--- config.mk ---
export PLATFORM = sky130hd
export DESIGN_NAME = uart_tx_arbiter
export DESIGN_NICKNAME = d
export VERILOG_FILES = /design/src/rtl/uart_tx_arbiter_pkg.sv /design/src/rtl/uart_tx_arbiter_rr_arbiter.sv /design/src/rtl/uart_tx_arbiter.sv
export SDC_FILE = /design/constraint.sdc
export NUM_CORES = 1
export LEC_CHECK = 0
export ABC_AREA = 1
export BUFFER_PORTS_ARGS = -buffer_cell sky130_fd_sc_hd__buf_4
export CAP_MARGIN = 0
export CORE_UTILIZATION = 45
export DETAILED_ROUTE_END_ITERATION = 10
export GPL_ROUTABILITY_DRIVEN = 0
export PLACE_DENSITY_LB_ADDON = 0.08
export RECOVER_POWER = 100
export SLEW_MARGIN = 40
export SYNTH_ARGS = -nofsm -noshare
export SYNTH_HDL_FRONTEND = slang
export SYNTH_SLANG_ARGS = --single-unit
--- constraint.sdc ---
create_clock -name clk -period 1.89 [get_ports clk]
set_input_delay 0.0945 -clock clk [delete_from_list [all_inputs] [get_ports clk]]
set_output_delay 0.0945 -clock clk [all_outputs]
set_load 0.1 [all_outputs]
--- src/rtl/uart_tx_arbiter_pkg.sv ---
`default_nettype none
// ============================================================================
//  Module   : uart_tx_arbiter_pkg
//  Purpose  : Shared constants for the UART transmit arbiter: byte width,
//             byte type and the arbiter FSM state encodings.
//  Ports    : none (package)
//  Revision : 1.0  initial release
// ============================================================================
package uart_tx_arbiter_pkg;

    localparam int BYTE_W = 8;

    typedef logic [BYTE_W-1:0] byte_t;

    // Arbiter FSM encodings, kept as plain constants so legacy code can share them.
    localparam logic [1:0] ARB_IDLE  = 2'd0;
    localparam logic [1:0] ARB_SEND  = 2'd1;
    localparam logic [1:0] ARB_START = 2'd2;
    localparam logic [1:0] ARB_DONE  = 2'd3;

endpackage : uart_tx_arbiter_pkg
`default_nettype wire

--- src/rtl/uart_tx_arbiter_rr_arbiter.sv ---
`default_nettype none
// ============================================================================
//  Module   : rr_arbiter
//  Purpose  : Combinational round-robin pick. Returns the first requester at
//             or after the pointer, wrapping to index 0 when nothing at or
//             above the pointer is requesting.
//  Ports    : req_i   - request vector
//             ptr_i   - highest-priority index
//             grant_o - one-hot winner (0 when no request)
//             idx_o   - binary index of the winner
//  Revision : 1.0  initial release
// ============================================================================
module rr_arbiter #(
    parameter int N  = 4,
    parameter int PW = 2
) (
    input  logic [N-1:0]  req_i,
    input  logic [PW-1:0] ptr_i,
    output logic [N-1:0]  grant_o,
    output logic [PW-1:0] idx_o
);

    logic w_found;

    // Two passes: first over requests masked to index >= pointer, then over
    // all requests, which provides the wrap-around.
    always_comb begin
        grant_o = '0;
        idx_o   = '0;
        w_found = 1'b0;
        for (int i = 0; i < N; i++) begin
            if (!w_found && req_i[i] && (PW'(i) >= ptr_i)) begin
                w_found    = 1'b1;
                grant_o[i] = 1'b1;
                idx_o      = PW'(i);
            end
        end
        for (int i = 0; i < N; i++) begin
            if (!w_found && req_i[i]) begin
                w_found    = 1'b1;
                grant_o[i] = 1'b1;
                idx_o      = PW'(i);
            end
        end
    end

endmodule : rr_arbiter
`default_nettype wire

--- src/rtl/uart_tx_arbiter.sv ---
`default_nettype none
// ============================================================================
//  Module   : uart_tx_arbiter
//  Purpose  : Shares one uart_tx among NUM_REQ byte-stream requesters with
//             packet-granular round-robin arbitration and a lock timeout.
//  Ports    : clk, resetn (async, active low)
//             req_valid_i/req_data_i/req_last_i - per-requester byte stream
//             req_ready_o - transfer accept, granted requester only
//             tx_e_o/tx_d_o - start pulse and byte to uart_tx
//             tx_busy_i     - uart_tx busy
//             grant_o       - one-hot current owner, 0 when idle
//             timeout_o     - pulse when a stalled owner is evicted
//  Revision : 1.0  initial release
// ============================================================================
module uart_tx_arbiter
    import uart_tx_arbiter_pkg::*;
#(
    parameter int NUM_REQ      = 4,
    parameter int LOCK_TIMEOUT = 1024
) (
    input  logic                      clk,
    input  logic                      resetn,
    input  logic [NUM_REQ-1:0]        req_valid_i,
    input  logic [BYTE_W*NUM_REQ-1:0] req_data_i,
    input  logic [NUM_REQ-1:0]        req_last_i,
    output logic [NUM_REQ-1:0]        req_ready_o,
    output logic                      tx_e_o,
    output logic [BYTE_W-1:0]         tx_d_o,
    input  logic                      tx_busy_i,
    output logic [NUM_REQ-1:0]        grant_o,
    output logic                      timeout_o
);

    localparam int              PW         = $clog2(NUM_REQ);
    localparam int              CW         = $clog2(LOCK_TIMEOUT);
    localparam logic [CW-1:0]   C_CNT_MAX  = CW'(LOCK_TIMEOUT - 1);
    localparam logic [PW-1:0]   C_LAST_IDX = PW'(NUM_REQ - 1);

    logic [1:0]         state_q, state_d;
    logic [NUM_REQ-1:0] grant_q, grant_d;
    logic [PW-1:0]      gidx_q,  gidx_d;
    logic [PW-1:0]      ptr_q,   ptr_d;
    logic [CW-1:0]      cnt_q,   cnt_d;
    byte_t              txd_q,   txd_d;
    logic               last_q,  last_d;
    logic               txe_q,   txe_d;
    logic               tout_q,  tout_d;

    logic [NUM_REQ-1:0] w_arb_grant;
    logic [PW-1:0]      w_arb_idx;
    logic               w_sel_valid;
    logic               w_sel_last;
    byte_t              w_sel_data;
    logic               w_xfer;
    logic [PW-1:0]      w_next_ptr;

    rr_arbiter #(
        .N  (NUM_REQ),
        .PW (PW)
    ) u_rr (
        .req_i   (req_valid_i),
        .ptr_i   (ptr_q),
        .grant_o (w_arb_grant),
        .idx_o   (w_arb_idx)
    );

    // Select the owner's valid/last/data by binary index.
    always_comb begin
        w_sel_valid = 1'b0;
        w_sel_last  = 1'b0;
        w_sel_data  = '0;
        for (int i = 0; i < NUM_REQ; i++) begin
            if (gidx_q == PW'(i)) begin
                w_sel_valid = req_valid_i[i];
                w_sel_last  = req_last_i[i];
                w_sel_data  = req_data_i[i*BYTE_W +: BYTE_W];
            end
        end
    end

    assign w_xfer     = (state_q == ARB_SEND) && w_sel_valid && !tx_busy_i;
    assign w_next_ptr = (gidx_q == C_LAST_IDX) ? '0 : gidx_q + 1'b1;

    // grant_q is one-hot, so masking with it exposes ready on the owner only.
    assign req_ready_o = ((state_q == ARB_SEND) && !tx_busy_i) ? (grant_q & req_valid_i) : '0;
    assign tx_e_o      = txe_q;
    assign tx_d_o      = txd_q;
    assign grant_o     = grant_q;
    assign timeout_o   = tout_q;

    always_comb begin
        state_d = state_q;
        grant_d = grant_q;
        gidx_d  = gidx_q;
        ptr_d   = ptr_q;
        cnt_d   = cnt_q;
        txd_d   = txd_q;
        last_d  = last_q;
        txe_d   = 1'b0;
        tout_d  = 1'b0;
        case (state_q)
            ARB_IDLE: begin
                if (|req_valid_i) begin
                    grant_d = w_arb_grant;
                    gidx_d  = w_arb_idx;
                    cnt_d   = '0;
                    state_d = ARB_SEND;
                end
            end
            ARB_SEND: begin
                if (w_xfer) begin
                    txd_d   = w_sel_data;
                    last_d  = w_sel_last;
                    cnt_d   = '0;
                    txe_d   = 1'b1;  // registered, so high for the first START cycle only
                    state_d = ARB_START;
                end else if (cnt_q == C_CNT_MAX) begin
                    tout_d  = 1'b1;
                    ptr_d   = w_next_ptr;
                    grant_d = '0;
                    cnt_d   = '0;
                    state_d = ARB_IDLE;
                end else begin
                    cnt_d   = cnt_q + 1'b1;
                end
            end
            ARB_START: begin
                if (tx_busy_i) begin
                    state_d = ARB_DONE;
                end
            end
            ARB_DONE: begin
                if (!tx_busy_i) begin
                    cnt_d = '0;
                    if (last_q) begin
                        ptr_d   = w_next_ptr;
                        grant_d = '0;
                        state_d = ARB_IDLE;
                    end else begin
                        state_d = ARB_SEND;
                    end
                end
            end
            default: begin
                grant_d = '0;
                state_d = ARB_IDLE;
            end
        endcase
    end

    always_ff @(posedge clk or negedge resetn) begin
        if (!resetn) begin
            state_q <= ARB_IDLE;
            grant_q <= '0;
            gidx_q  <= '0;
            ptr_q   <= '0;
            cnt_q   <= '0;
            txd_q   <= '0;
            last_q  <= 1'b0;
            txe_q   <= 1'b0;
            tout_q  <= 1'b0;
        end else begin
            state_q <= state_d;
            grant_q <= grant_d;
            gidx_q  <= gidx_d;
            ptr_q   <= ptr_d;
            cnt_q   <= cnt_d;
            txd_q   <= txd_d;
            last_q  <= last_d;
            txe_q   <= txe_d;
            tout_q  <= tout_d;
        end
    end

endmodule : uart_tx_arbiter
`default_nettype wire

Word level (Yosys, flattened, before mapping) --
Cells that the tools add are included.
Word-level totals: register bits 31, bits in latches 0, memory bits (writable) 0, bits in read-only memories 0, output and inout bits 18, logic and storage cells 126, memories kept 0
Cells by class: add/sub/neg operators 2, multiply operators 0, div/mod/pow operators 0, order comparisons 4, equality and inequality tests 14, shift-type cells 0, multiplexer cells 63, bitwise logic cells 1, reduce and logical (&&, ||, !) cells 33
Operators by type and width (count):
- $mux W10 | 4
- $mux W2 | 16
- $mux W8 | 4
- $pmux W10 S3 | 1
- $mux W1 | 29
- $mux W4 | 6
- $logic_and A1 B1 Y1 | 14
- $pmux W4 S3 | 1
- $add A10 B1 Y10 const B | 1
- $eq A10 B10 Y1 const B | 1
- $ne A2 B2 Y1 const B | 5
- $eq A2 B2 Y1 const B | 4
- $logic_not A1 Y1 | 8
- $pmux W2 S4 | 1
- $reduce_and A6 Y1 | 1
- $reduce_and A5 Y1 | 1
- $and A4 B4 Y4 | 1
- $eq A2 B1 Y1 const B | 2
- $ge A1 B2 Y1 const A | 2
- $ge A2 B2 Y1 const A | 2
- $logic_not A2 Y1 | 2
- $pmux W2 S2 | 1
- $reduce_and A2 Y1 | 2
- $reduce_and A4 Y1 | 1
- other kinds (7) | 7

Longest topological paths before layout --
Gate-level depths: netlist of the first run.
depth after elaboration 29, mapped depth 11

Modules after synthesis --
From an unflattened synthesis of the first run, not the netlist that was laid out.
Unflattened totals: cell total of the unflattened synthesis 306, area, all modules 2158.3 um^2
By module, submodules not included:
- uart_tx_arbiter | times used 1, cells an instance 279, area each 2043.2 um^2
- rr_arbiter | times used 1, cells an instance 27, area each 115.1 um^2

Worst setup path after synthesis of the first run --
No wires, ideal clock.
path type register to output, start point register grant_q[0] (netlist: grant_o[0]), end point output port req_ready_o[0], arrival 2322 ps, required time 1796 ps, path slack -526 ps, cell stages (with the launch flop) 3, cell sequence dfrtp_1 -> nand2_1 -> nor2_1
Between the ends: word-level cells in the longest chain between the ends 2
RTL lines:
- start, declared | RTL line uart_tx_arbiter.sv:40 | logic [NUM_REQ-1:0] grant_q, grant_d;
- start signal, assigned | RTL line uart_tx_arbiter.sv:164 | grant_q <= grant_d;
- $and A4 B4 Y4 | RTL line uart_tx_arbiter.sv:85 | assign req_ready_o = ((state_q == ARB_SEND) && !tx_busy_i) ? (grant_q & req_valid_i) : '0;
- $mux W4 | RTL line uart_tx_arbiter.sv:85
- end, declared | RTL line uart_tx_arbiter.sv:26 | output logic [NUM_REQ-1:0] req_ready_o,
Every way passes these cells.

==> reports/qor.yml, run 1 <==
run_status:
  outcome: "completed"
routing:
  top_layer: "met4"
  drc: 0
  vias_per_cell: 5.09
  drt_iter0_drc: 83
  wl_met2_mm: 2.41
  routed_wl_mm: 5.04
  antenna_left: 0
  dr.pass1.iters: 4
  route.met3.wl_um: 225
  vias: 2119
  wl_met1_mm: 2.35
  routedWlPerCell_um: 12.1
clock_tree:
  path_clk_slew_ns: 0.07
  cts_buffers: 5
  cts_setup_buffers: 0
  clk_latency_ns: 0.29
  cts_tree: "yes"
  cts_root_buf: "clkbuf_8"
  cts.path.max_buffers: 2
  clock-sinks: 31
  htree_num_levels: 2
min_path:
  worstHoldPathType: "in2reg"
  hold_end: "tx_d_o[6]"
  min_from: "req_data_i[30]"
  whs_path_depth: 3
run:
  maxCapViolations: 0
global_routing:
  antenna_found_initial: 0
  track_usage_pct: 22.6
  grt_pass1_vias: 1816
  gr-total-overflow: 0
  grt_max_degree: 32
  grt_pass1_wl_mm: 7.82
pwr:
  seq_power_share_pct: 25.2
  power_switching_uw: 2380
  leakagePower_uw: 0.00140
  p_comb_share_pct: 62.4
  sw_frac_of_total_pct: 56.0
  p_int_uw: 1870
  power_density_nw_per_um2: 1610
  ir_drop_uv: 883
  pwr-share-clk_pct: 12.4
synthesis:
  synthAdderAreaFrac_pct: 3.14
  synth_top_family_by_area: "simple AND/OR/NAND/NOR gates"
  synth_top_cell_by_area: "dfrtp_1"
  synth_seq_cells: 31
  synth_area_um2: 1990
  synth-edff-count: 0
  synth_nets: 344
  synthXorXnorAreaFrac_pct: 0.440
  syn_inst: 296
  ys.flop_type: "dfrtp_1"
  synth_compound_area_share_pct: 15.6
  synth_area_per_cell_um2: 6.73
  ys_types: 25
  muxShareOfSynthArea_pct: 0
  ys_top_cells_by_count: "nand2_1 (105), dfrtp_1 (31), o21ai_0 (28)"
  ys_seq_area_share_pct: 39.0
  synthSimpleGateAreaFrac_pct: 35.2
  synth_top_area_share_pct: 39.0
  yosys-top-cells-area: "dfrtp_1 (39%), nand2_1 (20%), o21ai_0 (7.0%)"
  yosys_warnings: 0
  async_flop_share_pct: 100
  synth.most_common_cell: "nand2_1"
cells_and_area:
  area_delta_synth_final_pct: 32.4
  fill_cells: 385
  antennaDiodeCount: 0
  nets: 413
  layout-drive-gt1-share_pct: 24.3
worst_setup_path:
  reg2reg_to: "last_q"
  timing.rr.start: "gidx_q[0]"
  worst-setup-path-type: "reg2out"
  slowest_delay_ns: 0.49
  timing.critical_path.buf_inv: 2
  worstRegToRegCells: 10
  critPathTopFamily: "buffers and inverters"
  cpMaxStageDelayCell: "dfrtp_2"
  regToRegSetupSlack_ns: 0.23
  critPathMaxFanout: 10
  crit_required_ns: 1.80
  startpoint_type: "flip-flop"
  arrival_ns: 1.66
  end_kind: "output pin"
  cp_cell_sequence: "nor2_8, nand2_2, buf_4, nor2_4, clkbuf_4"
floorplanning:
  top_level_ports: 61
  rows: 23
  die_h_um: 68.5
  die-width_um: 68.5
  coreArea_um2: 4120
  start_util_pct: 48.4
  die-area_um2: 4690
sta:
  setup_tns_ns: 0
  skew_ns: 0.00857
  slew_headroom_pct: 22.7
  finalSetupViolations: 0
  layout_min_cycle_time_ns: 1.75
  timing.final.crit_share_pct: 92.6
  holdWs_ns: 0.0947
  hold_viol: 0
  rsz0062_at_grt: "no"
  max_freq_mhz: 571
  tightest_slew_ns: 1.16
  drv_slew: 0
place:
  dp_hpwl_mm: 3.79
  portBuffers: 60
## flip-flops by register name, indices dropped and copies added (netlist names), named ones only
register,flops
cnt_q,10
gidx_q,2
grant_o,4
last_q,1
ptr_q,2
state_q,1
timeout_o,1
tx_d_o,8
tx_e_o,1
## tightest hold or removal path: stages
cell and delay (ns):
buf_4 0.07, o21ai_0 0.07, o21ai_1 0.11
## cells by family after synthesis
| kind of cell | after synthesis |
|---|---|
| XOR/XNOR | 1 |
| buffers and inverters | 34 |
| AO/OA/AOI/OAI | 59 |
| adder cells (fa/ha/maj) | 5 |
| AND/OR/NAND/NOR | 166 |
| flip-flops | 31 |
## through the flow
stage          instances  area [um2]  total power, uW  worst slack, ns  util (%)
6_report             416        2640             4250            0.140      64.0
5_1_grt              416        2640             4590           0.0173      64.0
4_1_cts              416        2670             4350            0.102      64.9
3_5_place_dp         407        2570             3820            0.162      62.6
3_3_place_gp         407        2570             3790            0.237      62.6
2_1_floorplan        296        2020             3110            0.138         -
## worst max-delay path by stage
| stage | from | to | slack (ns) | cells past startpoint |
|---|---|---|---|---|
| finish | flip-flop | req_ready_o[2] | 0.14 | 5 |
| global route | gidx_q[1] | state_q[0] | 0.02 | 11 |
| CTS | state_q[0] | req_ready_o[2] | 0.10 | 6 |
| detailed placement | cnt_q[0] | grant_o[1] | 0.16 | 8 |
| global placement | cnt_q[0] | grant_o[3] | 0.24 | 8 |
| floorplan | grant_o[0] | req_ready_o[0] | 0.14 | 2 |
## routing by layer
layer / global-route usage, % / vias to the layer above
met5: 0 / -
met4: 8.59 / 0
met3: 3.78 / 5
met2: 37.3 / 52
met1: 29.5 / 954
li1: - / 1108
## what timing repair did
item,CTS,global route
hold endpoints to repair,31,0
resized for setup,0,4
endpoints found under the setup margin,0,12
hold buffers,1,0
## power groups by stage
stage	combinational (uW)	sequential, uW	clock [uW]
2_1_floorplan	1310	1800	0
3_3_place_gp	2720	1070	0
3_5_place_dp	2750	1070	0
4_1_cts	2750	1070	538
5_1_grt	2920	1110	562
6_report	2650	1070	527
## layout by cell type, fill, tap and decap left out
master,instances
a21boi_2,1
a21oi_1,16
a21oi_2,1
a31oi_1,2
buf_12,1
buf_4,48
clkbuf_1,2
clkbuf_2,14
clkbuf_4,4
clkbuf_8,5
clkinv_1,1
clkinv_2,1
clkinvlp_4,1
dfrtp_1,28
dfrtp_2,3
dlygate4sd3_1,1
ha_1,5
inv_1,25
inv_2,1
nand2_1,105
nand2_2,2
nand3_1,20
nand4_1,9
nor2_1,21
nor2_2,1
nor2_4,4
nor2_8,1
nor3_1,1
nor4_1,1
o21ai_0,36
o21ai_1,2
o21bai_1,1
or2_2,1
xor2_1,1
## area by class of cell
| class | instances | area, um2 | share of cell area (%) |
|---|---|---|---|
| clock inverter | 2 | 12.5 | 0.475 |
| sequential | 31 | 779 | 29.6 |
| multi-input combinational | 231 | 1110 | 42.2 |
| clock buffer | 6 | 72.6 | 2.75 |
| tap | 50 | 62.6 | 2.37 |
| inverter | 27 | 101 | 3.85 |
| timing repair buffer | 69 | 494 | 18.8 |
Note: power is estimated with default switching activity, not from simulation.
==> inputs of run 2 (changes only) <==
--- a/config.mk
+++ b/config.mk
@@ -8,7 +8,7 @@
 export ABC_AREA = 1
 export BUFFER_PORTS_ARGS = -buffer_cell sky130_fd_sc_hd__buf_4
 export CAP_MARGIN = 0
-export CORE_UTILIZATION = 45
+export CORE_UTILIZATION = 40
 export DETAILED_ROUTE_END_ITERATION = 10
 export GPL_ROUTABILITY_DRIVEN = 0
 export PLACE_DENSITY_LB_ADDON = 0.08
==> run 2 against run 1 <==
  * Final area increased by 1.6%
  * Setup slack got worse by 0.015 ns
  * Count of clock-buffer cells in the layout increased by 2
  * Critical path depth unchanged
  * Wire length decreased by 3.1%
  * Power increased by 1.8%
  * Combinational power about the same
  * Die area increased by 12%
  * Fmax decreased by 0.85%
  * Global-route usage decreased by 2.8 points
  * Hold slack improved by 0.011 ns
  * Cell count increased by 4.6%
  * Critical path type unchanged
  * Largest cell class unchanged
==> reports/qor.yml, run 2 (synthesis gave the netlist of run 1 again) <==
run_status:
  outcome: "completed"
routing:
  dr.pass1.iters: 4  # unchanged
  antenna_left: 0  # unchanged
  vias_per_cell: 4.80  # -5.7%
  routed_wl_mm: 4.89  # -3.1%
  drt_iter0_drc: 116  # +40%
  drc: 0  # unchanged
  vias: 2089  # -1.4%
  routedWlPerCell_um: 11.2  # -7.3%
clock_tree:
  cts_root_buf: "clkbuf_8"
  cts.path.max_buffers: 2  # unchanged
  clk_latency_ns: 0.28  # about the same
  clock-sinks: 31  # unchanged
  path_clk_slew_ns: 0.06  # about the same
  cts_buffers: 5  # unchanged
  cts_tree: "yes"
  htree_num_levels: 2  # unchanged
place:
  dp_hpwl_mm: 3.78  # -0.41%
  portBuffers: 60  # unchanged
floorplanning:
  coreArea_um2: 4750  # +16%
  die-width_um: 72.5  # +5.9%
  die-area_um2: 5260  # +12%
  top_level_ports: 61  # unchanged
  start_util_pct: 41.9  # -6.5 points
  rows: 25  # +8.7%
  die_h_um: 72.5  # +5.9%
global_routing:
  grt_pass1_wl_mm: 8.17  # +4.4%
  track_usage_pct: 19.8  # -2.8 points
  grt_max_degree: 32  # unchanged
  gr-total-overflow: 0  # unchanged
  grt_pass1_vias: 1801  # -0.83%
  antenna_found_initial: 0  # unchanged
sta:
  slew_headroom_pct: 22.9  # +0.17 points
  drv_slew: 0  # unchanged
  hold_viol: 0  # unchanged
  tightest_slew_ns: 1.16  # -0.00258 ns
  setup_tns_ns: 0  # unchanged
  holdWs_ns: 0.106  # +0.0110 ns
  layout_min_cycle_time_ns: 1.76  # +0.0150 ns
  max_freq_mhz: 567  # -0.85%
  finalSetupViolations: 0  # unchanged
  skew_ns: 0.00887  # +0.000304 ns
  rsz0062_at_grt: "no"
  timing.final.crit_share_pct: 93.4  # +0.80 points
pwr:
  report.power.total_uw: 4330  # +1.8%
  ir_drop_uv: 799  # -9.5%
  power_density_nw_per_um2: 1620  # +0.25%
  leakagePower_uw: 0.00142  # +1.4%
worst_setup_path:
  end_kind: "output pin"
  critPathMaxFanout: 10  # unchanged
  worst-setup-path-type: "reg2out"
  arrival_ns: 1.67  # about the same
  startpoint_type: "flip-flop"
  crit_required_ns: 1.80  # about the same
cells_and_area:
  antennaDiodeCount: 0  # unchanged
  final_common_cell: "nand2_1"
  largest_register: "cnt_q"
  largest_reg_flops: 10  # unchanged
  layout-drive-gt1-share_pct: 23.6  # -0.68 points
  nets: 415  # +0.48%
  layout_common_cells: "nand2_1 (105), buf_4 (53), o21ai_0 (38)"
  area_delta_synth_final_pct: 34.4
run:
  maxCapViolations: 0  # unchanged
min_path:
  worstHoldPathType: "in2reg"
run 2: cell count changes in the layout (fill, tap and decap cells not counted), moves of 2 or more:
cell,change
buf_4,+5
dfrtp_2,-2
o21ai_0,+2
clkbuf_4,-4
dfrtp_1,+2
o21ai_1,-2
clkbuf_1,+2
clkbuf_8,+2
run 2: cell type report:
class	count	area, um2
inverter	27	101
timing repair buffer	71	504
tap	67	83.8
multi-input combinational	231	1110
fill	516	2080
clock buffer	8	100
sequential	31	777
run 2: metal layers:
| metal | vias up | track usage (%) | share of wire (%) |
|---|---|---|---|
| met5 | - | 0 | 0 |
| met4 | 0 | 6.10 | 1.1 |
| met3 | 7 | 4.31 | 6.4 |
| met2 | 77 | 29.6 | 45 |
| met1 | 896 | 28.5 | 47 |
| li1 | 1109 | - | - |
run 2: critical path, stage by stage, from the launching register on:
cell     delay, ns
dfrtp_1       0.51
nor2_8        0.24
nand2_2       0.08
buf_4         0.18
nor2_1        0.09
buf_4         0.29
run 2: stage by stage:
| stage | util (%) | std cells | worst slack (ns) | instance area, um2 |
|---|---|---|---|---|
| floorplan | - | 296 | 0.138 | 2020 |
| global placement | 54.6 | 424 | 0.188 | 2600 |
| detailed placement | 54.6 | 424 | 0.0536 | 2600 |
| CTS | 56.9 | 433 | 0.0481 | 2710 |
| global route | 56.3 | 435 | 0.0214 | 2680 |
| finish | 56.3 | 435 | 0.125 | 2680 |
run 2: path summary, 6_finish.rpt:
path / start / end / slack, ns / cells past startpoint
worst min-delay path: req_data_i[26] / tx_d_o[2] / 0.11 / 3
worst max-delay path: flip-flop / req_ready_o[3] / 0.13 / 5
worst min register to register: tx_d_o[6] / tx_d_o[6] / 0.48 / 2
max in group asynchronous: resetn / state_q[0] / 0.95 / 2
min in group asynchronous: resetn / state_q[0] / 0.42 / 2
worst max register to register: gidx_q[0] / cnt_q[0] / 0.22 / 9
run 2: power by group:
part | internal (uW) | switching [uW]
clock | 332 | 238
sequential | 878 | 198
combinational | 755 | 1930
run 2: what timing repair did:
item                                   in CTS  in global routing
gates resized for setup                     0                  3
endpoints found under the hold margin      31                  0
setup endpoints to repair                   0                  9
hold buffers                                1                  0
buffers inserted                            0                  2
